<file path="src/rtl/tristate_bus_arbiter_if.sv">
// Handshake and bus signals between the arbiter and its four agents.
// master: arbiter side. slave: agent/bus side.
interface tristate_bus_arbiter_if;
  logic [3:0] req;
  logic [3:0] done;
  logic [7:0] bus_in;
  logic [3:0] en;
  logic [1:0] owner;
  logic       busy;
  logic [7:0] rx_data;
  logic       rx_valid;
  logic       timeout;

  modport master (
    input  req, done, bus_in,
    output en, owner, busy,
    output rx_data, rx_valid, timeout
  );

  modport slave (
    output req, done, bus_in,
    input  en, owner, busy,
    input  rx_data, rx_valid, timeout
  );
endinterface

</file>
<file path="src/rtl/tristate_bus_arbiter.sv">
// Round-robin arbiter driving one-hot tristate enables for four agents.
// Define TRISTATE_TURNAROUND_EN to insert a bus-park cycle between owners.
module tristate_bus_arbiter #(
  parameter int TIMEOUT = 16
) (
  input  logic clk,
  input  logic rst,
  tristate_bus_arbiter_if.master bus
);

`ifdef TRISTATE_TURNAROUND_EN
  typedef enum logic [1:0] {
    IDLE,
    GRANT,
    TURN
  } state_t;
`else
  typedef enum logic [1:0] {
    IDLE,
    GRANT
  } state_t;
`endif

  localparam logic [7:0] CNT_MAX = 8'(TIMEOUT - 1);

  state_t     state;
  logic [7:0] cnt;
  logic [1:0] last_owner;

  logic [1:0] base;
  logic [1:0] cand;
  logic [1:0] pick;
  logic       hit;
  logic       own_done;
  logic       own_req;
  logic       expire;
  logic       rel;

  // In GRANT the search starts after the current owner so a
  // zero-gap handover already sees the updated round-robin base.
  always_comb begin
    base = (state == GRANT) ? bus.owner : last_owner;
    hit  = 1'b0;
    pick = base;
    cand = base;
    for (int i = 1; i <= 4; i++) begin
      cand = base + 2'(i);
      if (!hit && bus.req[cand]) begin
        hit  = 1'b1;
        pick = cand;
      end
    end
  end

  assign own_done = bus.done[bus.owner];
  assign own_req  = bus.req[bus.owner];
  assign expire   = (cnt == CNT_MAX);
  assign rel      = own_done | ~own_req | expire;

  always_ff @(posedge clk) begin
    if (rst) begin
      state       <= IDLE;
      bus.en      <= 4'b0000;
      bus.busy    <= 1'b0;
      bus.owner   <= 2'd0;
      bus.rx_data <= 8'h00;
      bus.rx_valid <= 1'b0;
      bus.timeout <= 1'b0;
      cnt         <= 8'd0;
      last_owner  <= 2'd3;
    end else begin
      bus.rx_valid <= 1'b0;
      bus.timeout  <= 1'b0;
      unique case (state)
        GRANT: begin
          if (rel) begin
            last_owner <= bus.owner;
            if (own_done) begin
              bus.rx_data  <= bus.bus_in;
              bus.rx_valid <= 1'b1;
            end else if (expire) begin
              bus.timeout <= 1'b1;
            end
`ifdef TRISTATE_TURNAROUND_EN
            state    <= TURN;
            bus.en   <= 4'b0000;
            bus.busy <= 1'b0;
`else
            if (hit) begin
              state     <= GRANT;
              bus.en    <= 4'b0001 << pick;
              bus.owner <= pick;
              bus.busy  <= 1'b1;
              cnt       <= 8'd0;
            end else begin
              state    <= IDLE;
              bus.en   <= 4'b0000;
              bus.busy <= 1'b0;
            end
`endif
          end else if (cnt != CNT_MAX) begin
            cnt <= cnt + 8'd1;
          end
        end
        default: begin
          if (hit) begin
            state     <= GRANT;
            bus.en    <= 4'b0001 << pick;
            bus.owner <= pick;
            bus.busy  <= 1'b1;
            cnt       <= 8'd0;
          end else begin
            state    <= IDLE;
            bus.en   <= 4'b0000;
            bus.busy <= 1'b0;
          end
        end
      endcase
    end
  end

endmodule
</file>
<file path="src/flat_wrapper.sv">
// flat-port wrapper written by rule: the top's interface ports become plain ports
module tristate_bus_arbiter_flat 
#(
  parameter int TIMEOUT = 16
)
  (clk, rst, bus_req, bus_done, bus_bus_in, bus_en, bus_owner, bus_busy, bus_rx_data, bus_rx_valid, bus_timeout);
  tristate_bus_arbiter_if bus_i ();
  input  logic clk;
  input  logic rst;
  input wire logic [$bits(bus_i.req)-1:0] bus_req;
  input wire logic [$bits(bus_i.done)-1:0] bus_done;
  input wire logic [$bits(bus_i.bus_in)-1:0] bus_bus_in;
  output wire logic [$bits(bus_i.en)-1:0] bus_en;
  output wire logic [$bits(bus_i.owner)-1:0] bus_owner;
  output wire logic [$bits(bus_i.busy)-1:0] bus_busy;
  output wire logic [$bits(bus_i.rx_data)-1:0] bus_rx_data;
  output wire logic [$bits(bus_i.rx_valid)-1:0] bus_rx_valid;
  output wire logic [$bits(bus_i.timeout)-1:0] bus_timeout;
  assign bus_i.req = bus_req;
  assign bus_i.done = bus_done;
  assign bus_i.bus_in = bus_bus_in;
  assign bus_en = bus_i.en;
  assign bus_owner = bus_i.owner;
  assign bus_busy = bus_i.busy;
  assign bus_rx_data = bus_i.rx_data;
  assign bus_rx_valid = bus_i.rx_valid;
  assign bus_timeout = bus_i.timeout;
  tristate_bus_arbiter #(.TIMEOUT(TIMEOUT)) u_core (.clk(clk), .rst(rst), .bus(bus_i));
endmodule
</file>
<file path="config.mk">
export PLATFORM = sky130hd
export DESIGN_NAME = tristate_bus_arbiter_flat
export DESIGN_NICKNAME = d
export VERILOG_FILES = /design/src/rtl/tristate_bus_arbiter_if.sv /design/src/rtl/tristate_bus_arbiter.sv /design/src/flat_wrapper.sv
export SDC_FILE = /design/constraint.sdc
export NUM_CORES = 1
export LEC_CHECK = 0
export BUFFER_PORTS_ARGS = -buffer_cell sky130_fd_sc_hd__buf_2
export CORE_MARGIN = 2
export CORE_UTILIZATION = 45
export CTS_CLUSTER_SIZE = 8
export DETAILED_ROUTE_END_ITERATION = 10
export HOLD_SLACK_MARGIN = 0.06
export PLACE_DENSITY = 0.73
export SLEW_MARGIN = 20
export SYNTH_ARGS = -nofsm -noshare
export SYNTH_HDL_FRONTEND = slang
export SYNTH_SLANG_ARGS = --single-unit
</file>
<file path="constraint.sdc">
create_clock -name clk -period 1.9 [get_ports clk]
set_clock_uncertainty 0.1 [all_clocks]
set_input_delay 0.285 -clock clk [delete_from_list [all_inputs] [get_ports clk]]
set_output_delay 0.285 -clock clk [all_outputs]
set_load 0.1 [all_outputs]
</file>
[Yosys cells after proc, flatten, opt, wreduce, memory -nomap -nowiden]
Cells that the tools add are included.
Operators by class
  shift-type cells: 1
  magnitude comparators: 5
  equality and inequality tests: 5
  multiplexer cells: 39
  bitwise operators: 5
  reduce and logical (&&, ||, !) cells: 10
  $add $sub $neg: 4
Operator list (count)
  $mux 8: 4
  $mux 2: 10
  $mux 1: 16
  $lt 2x3->1 const B: 5
  $bmux 1 s2: 6
  $mux 4: 3
  $add 8x1->8 const B: 1
  $eq 8x4->1 const B: 1
  $ne 8x4->1 const B: 1
  $add 2x2->2 const B: 2
  $reduce_or 4->1: 1
  $shl 1x2->4 const A: 1
  $logic_and 1x1->1: 3
  $logic_not 1->1: 3
  $ne 3x2->1 const B: 1
  $not 1->1: 3
  $reduce_and 3->1: 1
  $reduce_or 3->1: 1
  $add 2x1->2 const B: 1
  $eq 2x1->1 const B: 1
  $ne 2x1->1 const B: 1
  $or 1x1->1: 2
  $reduce_and 2->1: 1
Word-level totals
  logic and storage cells: 78
  input port bits: 18
  flip-flop bits (word level): 29
  output and inout port bits: 17

[Longest topological paths before layout]
  word-level depth: 19
  depth in mapped cells: 7

[Least setup slack after synthesis]
OpenSTA, ideal clock, no wires.
  path kind: register to register
  from: register u_core.bus.owner[0]
  to: register u_core.cnt[2]
  data arrival time: 2633 ps
  required time: 1743 ps
  stages on the path, launching flop included: 8
  clock period less this slack: 2790 ps
  path slack: -890 ps
  cell sequence: dfxtp_1 -> buf_6 -> mux4_2 -> nand2b_4 -> or3_1 -> buf_2 -> nor3b_1 -> a21o_1
On the way
  longest elaborated chain between the ends: 17
  elaborated cells on any way between the ends: 33
  those cells by class: add/sub: 3; eq/ne: 1; mux: 20; bitwise: 3; reduce/logical: 6
Ends and longest elaborated chain
  start: declaration: RTL line tristate_bus_arbiter_if.sv:16  | output en, owner, busy,
  start signal: assignment: RTL line tristate_bus_arbiter.sv:92  | bus.owner <= pick;
  start signal: assignment: RTL line tristate_bus_arbiter.sv:109  | bus.owner <= pick;
  $mux 2: RTL line tristate_bus_arbiter.sv:42  | base = (state == GRANT) ? bus.owner : last_owner;
  $add 2x1->2: RTL line tristate_bus_arbiter.sv:47  | cand = base + 2'(i);
  $bmux 1 s2: RTL line tristate_bus_arbiter.sv:48  | if (!hit && bus.req[cand]) begin
  $mux 1 (not written as such): RTL line tristate_bus_arbiter.sv:48
  $mux 1: RTL line tristate_bus_arbiter.sv:48
  $logic_not 1->1: RTL line tristate_bus_arbiter.sv:48
  $logic_and 1x1->1: RTL line tristate_bus_arbiter.sv:48
  $mux 1: RTL line tristate_bus_arbiter.sv:48
  $logic_not 1->1: RTL line tristate_bus_arbiter.sv:48
  $logic_and 1x1->1: RTL line tristate_bus_arbiter.sv:48
  $mux 1: RTL line tristate_bus_arbiter.sv:48
  $logic_not 1->1: RTL line tristate_bus_arbiter.sv:48
  $logic_and 1x1->1: RTL line tristate_bus_arbiter.sv:48
  $mux 1: RTL line tristate_bus_arbiter.sv:48
  $mux 8
  $mux 8: RTL line tristate_bus_arbiter.sv:76  | if (rel) begin
  $mux 8: RTL line tristate_bus_arbiter.sv:74  | unique case (state)
  end signal: assignment: RTL line tristate_bus_arbiter.sv:102  | cnt <= cnt + 8'd1;
  end: declaration: RTL line tristate_bus_arbiter.sv:27  | logic [7:0] cnt;
Several ways; a longest one is shown, not always the timed one. The select of a mux whose other input is x is not followed.
A chain may end at the register's enable or synchronous reset.

[Final worst setup path]
  from: register u_core.bus.owner[0]
  to: register u_core.cnt[5]
Same word-level chain as after synthesis.

==> results.cfg <==
[status]
status = finished with violations
violations = setup timing

[layout]
post_route_cells_drive_above_1_share = 0.379
diodes = 0
final_core_util = 0.631
n_fill_cell = 239
final_cells = 221
fin_nets = 210
syn2layout_area_growth_pct = 33.0
final_area_mm2 = 0.00174

[pwr]
internal-power_w = 0.000912
power_frac_seq = 0.414
switchingPower_w = 0.000679
power_frac_clock = 0.159
ir_drop_uv = 623
p_per_area_mw_per_mm2 = 914
leakage_nw = 0.845
switching_share = 0.427
combPwrFrac = 0.427

[critical_path]
path_depth = 6
crit_path_end = u_core.cnt[5]
r2r-start = u_core.bus.owner[0]
reg2reg_setup_slack_ns = -0.08
critical_path_class = flip-flop to flip-flop
cp_slowest_cell = mux4_2
max_stage_delay_ns = 0.51
startpoint = u_core.bus.owner[0]
path_cells = mux4_2 > nand2b_4 > or3_4 > buf_12 > nor3b_2 > a21o_1
regToRegEndpoint = u_core.cnt[5]
critical_path_buf_inv_count = 1
critPathMaxFanout = 10
worst_ep_arrival_time_ns = 2.17
crit_path_start_kind = flip-flop
worst_r2r_path_depth = 6
cp_top_family = simple AND/OR/NAND/NOR gates
cp-end-kind = flip-flop
required_ns = 2.09

[synthesis]
yosys.area.top_type_share = 0.413
syn_avg_cell_area_um2 = 9.09
synth.distinct_cells = 36
synth-edff-count = 0
async_flop_share = 0
synth_area_mm2 = 0.00131
ys_warn_count = 0
synth.largest_area_cell = dfxtp_1
synth_fp_nets = 163
synthCells = 144
ys_ff_latch = 27
ys.flop_type = dfxtp_1
ys_top_cells_by_area = dfxtp_1, mux2i_1, nor2_1, mux4_2, a21o_1
yosysSeqAreaShare = 0.413

[timing]
fmax_ghz = 0.506
drv_slew = 0
relSlewSlack = 0.676
finalCritPeriodShare = 1.04
setup_tns_ns = -0.275
tightest_slew_ns = 0.489
hold_viol_final = 0
rsz0062_at_grt = true
fin_ws_ns = -0.0764
fin_crit_ns = 1.98
setup_violations = 5

[clock_tree]
path_clk_slew_ns = 0.14
tritoncts = done
cts_max_path_buffers = 2
cts_buffers = 3
insertion_delay_ns = 0.33
root_buffer = clkbuf_4
htree_levels = 1
cts_hold_repair.buffers = 0
clock_sinks = 27

[routing]
wl_per_cell_um = 13.7
wl_mm = 3.03
post-route-drc-count = 0
viasPerCell = 5.61
drtIter0Drc = 58
num_vias = 1240
ant_nets = 0
dr.pass1.iters = 4

[grt]
grt_max_degree = 28
grt.total_usage = 0.195
grt_overflow = 0
first_global_vias = 1209
antenna_found_initial = 0
grt_pass1_wl_mm = 5.09

[placement]
place_area_mm2 = 0.00164
dp.cells = 215
place.gp.congestion = 0.913
dp_hpwl_mm = 2.20
detailedPlace.worstSlack_ns = -0.0649
port_buffers = 34

[worst_hold_path]
whs_path_depth = 3
hp-class = primary input to flip-flop

[floorplan]
die_x_um = 57.9
die_area_mm2 = 0.00336
dieHeight_um = 57.9
io_pins = 35
coreArea_mm2 = 0.00276
start_util = 0.475
row_count = 19

[job]
cap_viol_max_count = 0
## state kept, by name, indices dropped and copies added, names as in the netlist
signal and flops:
u_core.bus.owner 2, u_core.bus.timeout 1, u_core.cnt 8, u_core.last_owner 2, u_core.bus.rx_valid 1, u_core.state 1
u_core.bus.rx_data 8, u_core.bus.en 4
## layout by cell type (no fill, tap or decap), types with 3 or more instances in the layout
master     n
a21o_1     5
a21oi_1    6
and3_1     4
buf_2     34
buf_4     13
clkbuf_4   3
dfxtp_1   24
dfxtp_4    3
mux2i_1   11
nand2_1    8
nand2b_1   3
nand3_1    3
nand3b_1   4
nor2_1    17
nor2b_1    5
nor3_1     3
o21ai_1    4
o21ai_2    3
xor2_1     3
## Yosys cell counts, types with 2 or more instances
| library cell | instances |
|---|---|
| nor4_1 | 2 |
| o21ai_0 | 6 |
| and3_1 | 4 |
| a21o_1 | 5 |
| or3_1 | 2 |
| nor3_1 | 5 |
| nand3b_1 | 4 |
| nor2b_1 | 5 |
| mux2i_1 | 11 |
| nor2_1 | 17 |
| xor2_1 | 3 |
| a21oi_1 | 6 |
| dfxtp_1 | 27 |
| clkbuf_1 | 5 |
| o31ai_1 | 2 |
| nand2_1 | 8 |
| a32o_1 | 2 |
| nand3_1 | 4 |
| mux4_2 | 2 |
| nand2b_1 | 3 |
| o41ai_1 | 2 |
| nor3b_1 | 4 |
| inv_1 | 2 |
## metrics by stage
| stage | hold slack, ns | total power [W] |
|---|---|---|
| after global placement | 0.367 | 0.00131 |
| final | 0.0762 | 0.00159 |
| after detailed placement | 0.376 | 0.00132 |
| after global routing | 0.0805 | 0.00166 |
| after CTS | 0.0709 | 0.00158 |
| after floorplan | 0.329 | 0.00118 |
## how the worst min path moves through the flow
| stage | start | slack, ns | end |
|---|---|---|---|
| global route | bus_bus_in[4] | 0.08 | u_core.bus.rx_data[4] |
| finish | bus_bus_in[0] | 0.08 | u_core.bus.rx_data[0] |
| detailed placement | u_core.bus.en[0] | 0.38 | u_core.bus.en[0] |
| global placement | u_core.bus.en[2] | 0.37 | u_core.bus.en[2] |
| CTS | bus_bus_in[4] | 0.07 | u_core.bus.rx_data[4] |
| floorplan | bus_bus_in[0] | 0.33 | u_core.bus.rx_data[0] |
## power groups by stage
stage	registers, W	logic (W)	clock network, W
6_report	0.000659	0.000679	0.000253
2_1_floorplan	0.000936	0.000242	0
3_3_place_gp	0.000668	0.000639	0
3_5_place_dp	0.000672	0.000651	0
5_1_grt	0.000667	0.000716	0.000280
4_1_cts	0.000660	0.000660	0.000259
## final cells by class
| type | instances | area [µm²] | share of cell area |
|---|---|---|---|
| Inverter | 2 | 7.51 | 0.00431 |
| Tap cell | 31 | 38.8 | 0.0223 |
| Sequential cell | 27 | 552 | 0.317 |
| Multi-Input combinational cell | 108 | 808 | 0.464 |
| Timing Repair Buffer | 49 | 308 | 0.177 |
| Clock buffer | 4 | 26.3 | 0.0151 |
## repair_timing
| item | 4_1_cts | 5_1_grt |
|---|---|---|
| endpoints found under the setup margin | 5 | 12 |
| hold endpoints to repair | 0 | 0 |
| gates resized for setup | 3 | 11 |
| pin swaps | 2 | 2 |
| cloned | 0 | 0 |
| setup buffers | 1 | 1 |
## per-layer routing
layer | up-vias | track usage | wire length [µm]
li1 | 617 | - | -
met4 | 0 | 0.0598 | 38
met1 | 578 | 0.233 | 1370
met2 | 41 | 0.356 | 1450
met3 | 4 | 0.0335 | 171
met5 | - | 0 | 0
## tightest hold or removal path: stages
cell and delay, ns:
buf_2 0.08, mux2i_1 0.05, nor2_1 0.07
## kinds of logic after synthesis
group | Yosys count | synth area share
and+or+nand+nor | 61 | 0.250
xor gates and xnor gates | 3 | 0.0201
buffers and inverters | 9 | 0.0325
AOI/OAI and AO/OA | 30 | 0.157
adders and majority gates | 1 | 0.00956
DFF | 27 | 0.413
muxes | 13 | 0.119
Note: power is estimated with default switching activity, not from simulation.
